File: config.mk
export PLATFORM = sky130hd
export DESIGN_NAME = mem_bus_arbiter
export DESIGN_NICKNAME = d
export VERILOG_FILES = /design/src/rtl/mem_bus_arbiter.sv
export SDC_FILE = /design/constraint.sdc
export NUM_CORES = 1
export LEC_CHECK = 0
export CORE_UTILIZATION = 40
export DETAILED_ROUTE_END_ITERATION = 16
export HOLD_SLACK_MARGIN = 0.02
export PLACE_DENSITY = 0.86
export SYNTH_ARGS = -nofsm -noshare
export SYNTH_HDL_FRONTEND = slang
export SYNTH_SLANG_ARGS = --single-unit
File: constraint.sdc
create_clock -name clk -period 4.2 [get_ports clk]
set_clock_uncertainty 0.2 [all_clocks]
set_input_delay 0.84 -clock clk [delete_from_list [all_inputs] [get_ports clk]]
set_output_delay 0.84 -clock clk [all_outputs]
set_load 0.02 [all_outputs]
File: src/rtl/mem_bus_arbiter.sv
// Two-port round-robin arbiter in front of a single-ported memory/MMIO controller.
// Registers the winner's request onto the memory bus, waits a fixed latency, then acks the winner.
module mem_bus_arbiter #(
    parameter int ADDRESS_BITS = 16,
    parameter int MEMORY_BITS  = 16,
    parameter int MEM_LATENCY  = 1
) (
    input  logic                    clk,
    input  logic                    reset,
    input  logic                    req0,
    input  logic [ADDRESS_BITS-1:0] addr0,
    input  logic [MEMORY_BITS-1:0]  wdata0,
    input  logic                    we0,
    output logic                    ack0,
    input  logic                    req1,
    input  logic [ADDRESS_BITS-1:0] addr1,
    input  logic [MEMORY_BITS-1:0]  wdata1,
    input  logic                    we1,
    output logic                    ack1,
    output logic [MEMORY_BITS-1:0]  rdata,
    output logic                    grant,
    output logic                    busy,
    output logic [ADDRESS_BITS-1:0] mem_addr,
    output logic [MEMORY_BITS-1:0]  mem_wdata,
    output logic                    mem_we,
    output logic                    mem_select,
    input  logic [MEMORY_BITS-1:0]  mem_rdata
);

    localparam logic [1:0] ST_IDLE  = 2'd0;
    localparam logic [1:0] ST_ISSUE = 2'd1;
    localparam logic [1:0] ST_WAIT  = 2'd2;
    localparam logic [1:0] ST_DONE  = 2'd3;

    localparam int CNT_W = (MEM_LATENCY > 1) ? $clog2(MEM_LATENCY) : 1;
    localparam logic [CNT_W-1:0] CNT_LOAD = CNT_W'(MEM_LATENCY - 1);

    logic [1:0]              state_q, state_d;
    logic [CNT_W-1:0]        cnt_q, cnt_d;
    logic                    grant_q, grant_d;
    logic                    last_grant_q, last_grant_d;
    logic                    busy_q, busy_d;
    logic                    ack0_q, ack0_d;
    logic                    ack1_q, ack1_d;
    logic                    sel_q, sel_d;
    logic [ADDRESS_BITS-1:0] addr_q, addr_d;
    logic [MEMORY_BITS-1:0]  wdata_q, wdata_d;
    logic                    we_q, we_d;
    logic [MEMORY_BITS-1:0]  rdata_q, rdata_d;
    logic                    winner_s;

    // Contention goes to the port that did not win last time; a lone request always wins.
    always_comb begin
        if (req0 && req1) begin
            winner_s = ~last_grant_q;
        end else begin
            winner_s = req1;
        end
    end

    // Next-state logic for the transaction sequencer and all registered outputs.
    always_comb begin
        state_d      = state_q;
        cnt_d        = cnt_q;
        grant_d      = grant_q;
        last_grant_d = last_grant_q;
        ack0_d       = 1'b0;
        ack1_d       = 1'b0;
        sel_d        = 1'b0;
        addr_d       = addr_q;
        wdata_d      = wdata_q;
        we_d         = we_q;
        rdata_d      = rdata_q;
        case (state_q)
            ST_IDLE: begin
                if (req0 || req1) begin
                    grant_d      = winner_s;
                    last_grant_d = winner_s;
                    sel_d        = 1'b1;
                    state_d      = ST_ISSUE;
                    if (winner_s) begin
                        addr_d  = addr1;
                        wdata_d = wdata1;
                        we_d    = we1;
                    end else begin
                        addr_d  = addr0;
                        wdata_d = wdata0;
                        we_d    = we0;
                    end
                end else begin
                    state_d = ST_IDLE;
                end
            end
            ST_ISSUE: begin
                cnt_d   = CNT_LOAD;
                state_d = ST_WAIT;
            end
            ST_WAIT: begin
                if (cnt_q != {CNT_W{1'b0}}) begin
                    cnt_d = cnt_q - CNT_W'(1);
                end else begin
                    state_d = ST_DONE;
                    if (grant_q) begin
                        ack1_d = 1'b1;
                    end else begin
                        ack0_d = 1'b1;
                    end
                    // Writes leave the shared read-data register untouched.
                    if (!we_q) begin
                        rdata_d = mem_rdata;
                    end else begin
                        rdata_d = rdata_q;
                    end
                end
            end
            ST_DONE: begin
                state_d = ST_IDLE;
            end
            default: begin
                state_d = ST_IDLE;
            end
        endcase
        busy_d = (state_d != ST_IDLE);
    end

    // State and output registers with synchronous reset.
    always_ff @(posedge clk) begin
        if (reset) begin
            state_q      <= ST_IDLE;
            cnt_q        <= {CNT_W{1'b0}};
            grant_q      <= 1'b0;
            last_grant_q <= 1'b1;
            busy_q       <= 1'b0;
            ack0_q       <= 1'b0;
            ack1_q       <= 1'b0;
            sel_q        <= 1'b0;
            addr_q       <= {ADDRESS_BITS{1'b0}};
            wdata_q      <= {MEMORY_BITS{1'b0}};
            we_q         <= 1'b0;
            rdata_q      <= {MEMORY_BITS{1'b0}};
        end else begin
            state_q      <= state_d;
            cnt_q        <= cnt_d;
            grant_q      <= grant_d;
            last_grant_q <= last_grant_d;
            busy_q       <= busy_d;
            ack0_q       <= ack0_d;
            ack1_q       <= ack1_d;
            sel_q        <= sel_d;
            addr_q       <= addr_d;
            wdata_q      <= wdata_d;
            we_q         <= we_d;
            rdata_q      <= rdata_d;
        end
    end

    assign ack0       = ack0_q;
    assign ack1       = ack1_q;
    assign rdata      = rdata_q;
    assign grant      = grant_q;
    assign busy       = busy_q;
    assign mem_addr   = addr_q;
    assign mem_wdata  = wdata_q;
    assign mem_we     = we_q;
    assign mem_select = sel_q;

endmodule

# After elaboration in Yosys (flattened, before gate mapping)
# Index checks and enable logic that the tools add are counted.
# Widths: inputs -> output; s select.
[op_classes] add_sub_neg=1 multipliers=0 div=0 magnitude_cmp=0 eq_ne=3 shift=0 mux=12 bitwise_logic=5 n_reduce_logical=9
[ops] cell="$mux 16" n=2
[ops] cell="$pmux 2 s4" n=1
[ops] cell="$mux 1" n=7
[ops] cell="$not 1->1" n=5
[ops] cell="$eq 2x2->1 const B" n=2
[ops] cell="$reduce_bool 2->1" n=2
[ops] cell="$reduce_and 3->1" n=1
[ops] cell="$reduce_or 3->1" n=1
[ops] cell="$eq 2x1->1 const B" n=1
[ops] cell="$logic_not 2->1" n=1
[ops] cell="$mux 2" n=1
[ops] cell="$pmux 1 s2" n=1
[ops] cell="$reduce_and 2->1" n=1
[ops] cell="$reduce_or 2->1" n=1
[ops] cell="$logic_and 1x1->1" n=1
[ops] cell="$logic_or 1x1->1" n=1
[ops] cell="$sub 1x1->1 const B" n=1
[word_totals] regBits=58 latchBits=0 mem_bits_rw=0 romBits=0 out_inout_bits=54 elab_cells=42 mem_count=0

# Depth between registers and ports, before layout
# Gate-level depths: netlist (run 1).
[logic_depth] depth_word=4 mapped_depth=7 depth_no_buf=5

# Least setup slack after synthesis (run 1)
# OpenSTA, ideal clock, no wires.
[synth_path] path_type="input port to flip-flop" startpoint="input port req1" endpoint="register addr_q[10] (netlist: mem_addr[10])" t_arrival_ns=1.538 t_required_ns=3.914 setup_slack_ns=2.376 path_stages=4 path_buffers=1 path_cell_list="o21ai_2 -> buf_4 -> a21oi_1 -> a211oi_1"
[synth_between] elab_chain_len=3
[synth_lines] item="start, declared" line_no="15" text="input logic req1,"
[synth_lines] item="$logic_and 1x1->1" line_no="54" text="if (req0 && req1) begin"
[synth_lines] item="$mux 1" line_no="54"
[synth_lines] item="$mux 16" line_no="81" text="if (winner_s) begin"
[synth_lines] item="end signal, assigned" line_no="137" text="addr_q <= {ADDRESS_BITS{1'b0}};"
[synth_lines] item="end signal, assigned" line_no="150" text="addr_q <= addr_d;"
[synth_lines] item="end, declared" line_no="46" text="logic [ADDRESS_BITS-1:0] addr_q, addr_d;"
# Parallel ways exist; a longest one is shown, timed or not.
# A chain may end at the register's enable or synchronous reset.

# Worst setup path after layout (run 1)
[layout_path] startpoint="input port req0" endpoint="register addr_q[14] (netlist: mem_addr[14])"
[layout_between] elab_chain_len=3
[layout_lines] item="start, declared" line_no="10" text="input logic req0,"
[layout_lines] item="$logic_and 1x1->1" line_no="54"
[layout_lines] item="$mux 1" line_no="54"
[layout_lines] item="$mux 16" line_no="81"
# Parallel ways exist; a longest one is shown, timed or not.

==> reports/results.tsv, run 1 <==
metric	value	unit
max_slew_margin	33.3	%
die_h	77.7	um
ys.flop_type	dfxtp_1	
rsz0062_at_grt	false	
total_leakage_power	1.47	nW
syn-num-nets	370	
period_minus_slack	2.75	ns
fill_cells	458	
wl	6650	um
cts_hold_buf	0	
rrSetupSlack	2.04	ns
clkTransAtPathRegs	0.06	ns
die-area	6040	sq um
setup_viol	0	
synth_cell_types	21	
utilization	69.8	%
endpoint_kind	register	
start_util	41.7	%
fmax	0.364	GHz
num_vias	2429	
vias_per_cell	4.98	
io_pins	140	
antenna_found_initial	0	
final_hold_viol_count	0	
synth_xor_area_share	0	%
hpwl	4720	um
yosysMostFrequentCell	nand2_1	
drcViolationCount	0	
startpoint_type	input pin	
ys_top_cells_by_count	nand2_1, dfxtp_1, a21oi_1	
seqPwrFrac	37.8	%
crit_arrival	2.76	ns
drt_iter0_drc	74	
p_sw	0.566	mW
area_growth	67.6	%
track_usage	22.5	%
hold_path.class	register to register	
swShare	31.7	%
drt_pass1_iterations	4	
synth_top_cell_by_area	dfxtp_1	
core_region_area	5510	sq um
cts_resized	0	
cts.sinks	57	
synthMuxAreaShare	0	%
power-per-cell-area	464	nW/um^2
core.rowCount	27	
grt-ovfl-total	0	
gp_congestion	0.757	
nets	499	
grt_pass1_wl	10500	um
cts_tree	built	
cts.htree.levels	3	
drv_slew	0	
critPathMaxFanout	19	
ir_worst_vdd	0.223	mV
grt_pass1_vias	2243	
critPathKind	input pin to register	
synth_cells	282	
port_buffers	139	
worstPathRequired	4.21	ns
synthArstFlopShare	0	%
yosys.area_share.simple	18.7	%
power_frac_comb	35.1	%
diodes	0	
synth.area.top_cells	dfxtp_1, a21oi_1, a211oi_1	
p_clk_share	27.0	%
synth.avg_cell_area	8.14	sq um
setup_tns	0	ns
timing.final.crit_share	65.4	%
syn_area	2290	sq um
ant_nets	0	
synth-compound-area-share	24.5	%
p_int	1.22	mW
ys_ff_latch	57	
instances_no_fill	488	
max_cap_viol_count	0	
drive_gt1_share	5.05	%
wl_per_cell	13.6	um
insertion_delay	0.31	ns
yosysWarnings	0	
synth_top_area_share	49.7	%
grt_max_degree	57	
synth_top_family_by_area	compound AO/OA/AOI/OAI gates	
synthAdderAreaFrac	1.09	%
root_buffer	clkbuf_8	
cts_buffers	9	
synth_edf_count	0	
die_w	77.7	um
worst_pin_slew	0.998	ns
status	completed	
cts_buffer_depth	2	
postCtsSetupBuffers	0	
ys_seq_area_share	49.7	%
place_inst	472	
## worst max-delay path, cell delays in order
cell	delay, ns
clkdlybuf4s50_1	0.53
o21ai_2	0.66
buf_4	0.36
a21oi_1	0.06
a211oi_1	0.30
## layout by cell type (no fill, tap or decap)
cell	n
nor3b_1	1
a22oi_1	1
nor2b_1	2
a21boi_4	1
a21bo_2	1
nand2b_1	2
clkinv_2	2
nor2_1	35
clkbuf_8	10
buf_2	1
and3b_1	1
o21ai_2	1
a31oi_1	1
bufinv_16	1
ha_1	2
nand2_1	65
or2_2	2
a21oi_1	51
dfxtp_1	57
clkdlybuf4s50_1	138
a211oi_1	33
inv_1	2
clkbuf_1	3
o21a_1	1
buf_4	2
## worst paths after layout
kind                       end       start  cells past startpoint
setup / recovery  mem_addr[14]        req0                      5
hold / removal       rdata[13]   rdata[13]                      2
setup reg to reg  mem_addr[14]  state_q[0]                      6
hold reg to reg      rdata[13]   rdata[13]                      2
## kinds of logic after synthesis
kind of cell	after synthesis
AND/OR/NAND/NOR	108
buffers and inverters	25
AO/OA/AOI/OAI	90
adder cells (fa/ha/maj)	2
flip-flops	57
## power by group through the flow
| stage | sequential (mW) | combinational [mW] | clock, mW |
|---|---|---|---|
| finish | 0.675 | 0.627 | 0.483 |
| global route | 0.686 | 0.684 | 0.527 |
| CTS | 0.676 | 0.633 | 0.496 |
| detailed placement | 0.686 | 0.629 | 0 |
| global placement | 0.684 | 0.614 | 0 |
| floorplan | 0.783 | 0.247 | 0 |
## flip-flops by register name, summed over array words and instances, names as in the netlist
name          cells
last_grant_q      1
mem_wdata        16
busy              1
grant             1
ack1              1
ack0              1
mem_we            1
mem_select        1
state_q           2
rdata            16
mem_addr         16
## layout make-up
class,count,area (sq um),share of cell area [%]
clock buffer,13,149,3.87
inverter,2,7.51,0.195
timing repair buffer,141,1400,36.4
sequential,57,1140,29.7
clock inverter,3,40.0,1.04
multi-input combinational,200,1020,26.4
tap,72,90.1,2.34
## routing by layer
| layer | track usage, % | routed length (um) | vias to the layer above |
|---|---|---|---|
| li1 | - | - | 1212 |
| met1 | 26.5 | 2700 | 1081 |
| met2 | 37.1 | 3230 | 124 |
| met3 | 7.88 | 609 | 12 |
| met4 | 9.43 | 104 | 0 |
| met5 | 0 | 0 | - |
## stage by stage
step | setup WS (ns) | power [mW] | instance area, sq um | hold slack, ns
after floorplan | 2.38 | 1.03 | 2290 | 0.333
after global placement | 1.26 | 1.30 | 3660 | 0.240
after detailed placement | 1.14 | 1.31 | 3660 | 0.246
after CTS | 1.44 | 1.80 | 3840 | 0.254
after global routing | 1.30 | 1.90 | 3840 | 0.270
final | 1.45 | 1.79 | 3840 | 0.252
Power figures use the tool's default switching activity.
==> inputs of run 2 (changes only) <==
- CORE_UTILIZATION: 40 -> 33
- PLACE_DENSITY: 0.86 -> 0.76
- clock period: 4.2 -> 2.4 ns (I/O delays scaled with it)
==> run 2 against run 1 <==
Net effect: sequential share of layout area down 0.74 points; non-clock buffer count up 9; clock power up 96%.
==> reports/results.tsv, run 2 (synthesis gave the netlist of run 1 again) <==
metric	value	unit	change
critPathKind	register to output pin		
nets	508		+1.8%
cts_hold_buf	0		unchanged
root_buffer	clkbuf_8		
multi_input_area	1020	sq um	unchanged
hold_path.class	register to register		
drive_gt1_share	7.53	%	+2.5 points
num_vias	2456		+1.1%
cp_num_buf_inv	1		-1
ant_nets	0		unchanged
grt_pass1_wl	11000	um	+4.7%
critPathMaxFanout	4		-15
port_buffers	139		unchanged
start_util	34.0	%	-7.7 points
die-area	7290	sq um	+21%
clkTransAtPathRegs	0.06	ns	about the same
drv_slew	0		unchanged
hpwl	4810	um	+1.9%
slowest_delay	0.65	ns	about the same
max_cap_viol_count	0		unchanged
rrSetupSlack	0.71	ns	-1.33 ns
drt_pass1_iterations	4		unchanged
drcViolationCount	0		unchanged
cts.htree.levels	3		unchanged
mostFrequentLayoutCell	clkdlybuf4s50_1		
slowest_stage	clkdlybuf4s50_1		
final_area	3940	sq um	+2.6%
core_region_area	6760	sq um	+23%
critPathTopFamily	buffers and inverters		
insertion_delay	0.32	ns	about the same
area_growth	71.9	%	
io_pins	140		unchanged
core.rowCount	30		+11%
timing.final.crit_share	84.7	%	
startpoint_type	register		
hold_start	rdata[3]		
cts_resized	0		unchanged
grt_pass1_vias	2478		+10%
setup_viol	0		unchanged
period_minus_slack	2.03	ns	
worstPathRequired	1.72	ns	-2.49 ns
die_h	85.4	um	+9.8%
die_w	85.4	um	+9.8%
postPlaceCellArea	3730	sq um	+2.1%
wl	6590	um	-0.86%
rr_endpoint	mem_wdata[15]		
drt_iter0_drc	54		-27%
power-per-cell-area	822	nW/um^2	+77%
vias_per_cell	4.86		-2.3%
fill_cells	625		+36%
ir_worst_vdd	0.448	mV	+100%
grt_max_degree	22		-61%
reg2reg_depth	6		unchanged
layout_common_cells	clkdlybuf4s50_1, nand2_1, dfxtp_1, a21oi_1, nor2_1		
fmax	0.492	GHz	
cts_buffers	9		unchanged
grt-ovfl-total	0		unchanged
crit_chain	clkdlybuf4s50_1		
antenna_found_initial	0		unchanged
cts.sinks	57		unchanged
min_to	rdata[3]		
diodes	0		unchanged
track_usage	19.1	%	-3.5 points
total_leakage_power	1.53	nW	+3.6%
max_slew_margin	61.8	%	+28 points
seq_area	1140	sq um	unchanged
worst_pin_slew	0.573	ns	-0.425 ns
crit_arrival	1.35	ns	-1.41 ns
cts_tree	built		
gp_congestion	0.728		-3.7%
endpoint_kind	output pin		
final_hold_viol_count	0		unchanged
hold_depth	2		unchanged
wl_per_cell	13.0	um	-4.2%
cts_buffer_depth	2		unchanged
setup_tns	0	ns	unchanged
regToRegStartpoint	state_q[0]		
postCtsSetupBuffers	0		unchanged
status	completed		
rsz0062_at_grt	false		
==> run 2: cell count changes in the layout (fill, tap and decap cells not counted) <==
cell / change
clkinv_2: +1
clkbuf_8: -1
buf_4: +9
clkinvlp_4: +1
bufinv_16: +1
clkbuf_1: -2
==> run 2: how the worst max path moves through the flow <==
| stage | slack, ns | end | startpoint | cells past startpoint |
|---|---|---|---|---|
| finish | 0.37 | mem_we | mem_we | 1 |
| global placement | 0.31 | mem_addr[0] | req1 | 5 |
| CTS | 0.34 | mem_we | mem_we | 1 |
| floorplan | 0.91 | rdata[10] | state_q[0] | 7 |
| global route | 0.32 | mem_we | mem_we | 1 |
| detailed placement | 0.21 | mem_wdata[15] | req1 | 5 |
==> run 2: layout make-up <==
cell class / count / area share, %
Clock inverter: 6 / 2.09
Tap cell: 80 / 2.54
Inverter: 2 / 0.190
Timing Repair Buffer: 150 / 37.2
Clock buffer: 10 / 3.24
Sequential cell: 57 / 28.9
Multi-Input combinational cell: 200 / 25.8
==> run 2: metal layers <==
metal / share of wire [%] / global-route usage [%]
met2: 48 / 33.9
met4: 1.3 / 7.73
met1: 41 / 21.0
met3: 9.9 / 6.23
met5: 0 / 0
==> run 2: per-stage QoR <==
stage          std cells  power, mW  hold slack [ns]  setup WS (ns)  util [%]
2_1_floorplan        282       1.80            0.333          0.906         -
3_3_place_gp         489       2.31            0.241          0.312      55.3
3_5_place_dp         489       2.32            0.246          0.214      55.3
4_1_cts              505       3.29            0.256          0.343      58.4
5_1_grt              505       3.44            0.281          0.322      58.4
6_report             505       3.24            0.253          0.368      58.4
==> run 2: tightest hold or removal path: stages (launching register included) <==
cell and delay (ns):
dfxtp_1 0.31, nand2_1 0.05, a21oi_1 0.05
==> run 2: power by group <==
part | leakage [nW] | internal, mW | switching [mW]
logic | 0.949 | 0.548 | 0.567
clock network | 0.106 | 0.579 | 0.367
registers | 0.470 | 1.10 | 0.0794
total | 1.53 | 2.23 | 1.01
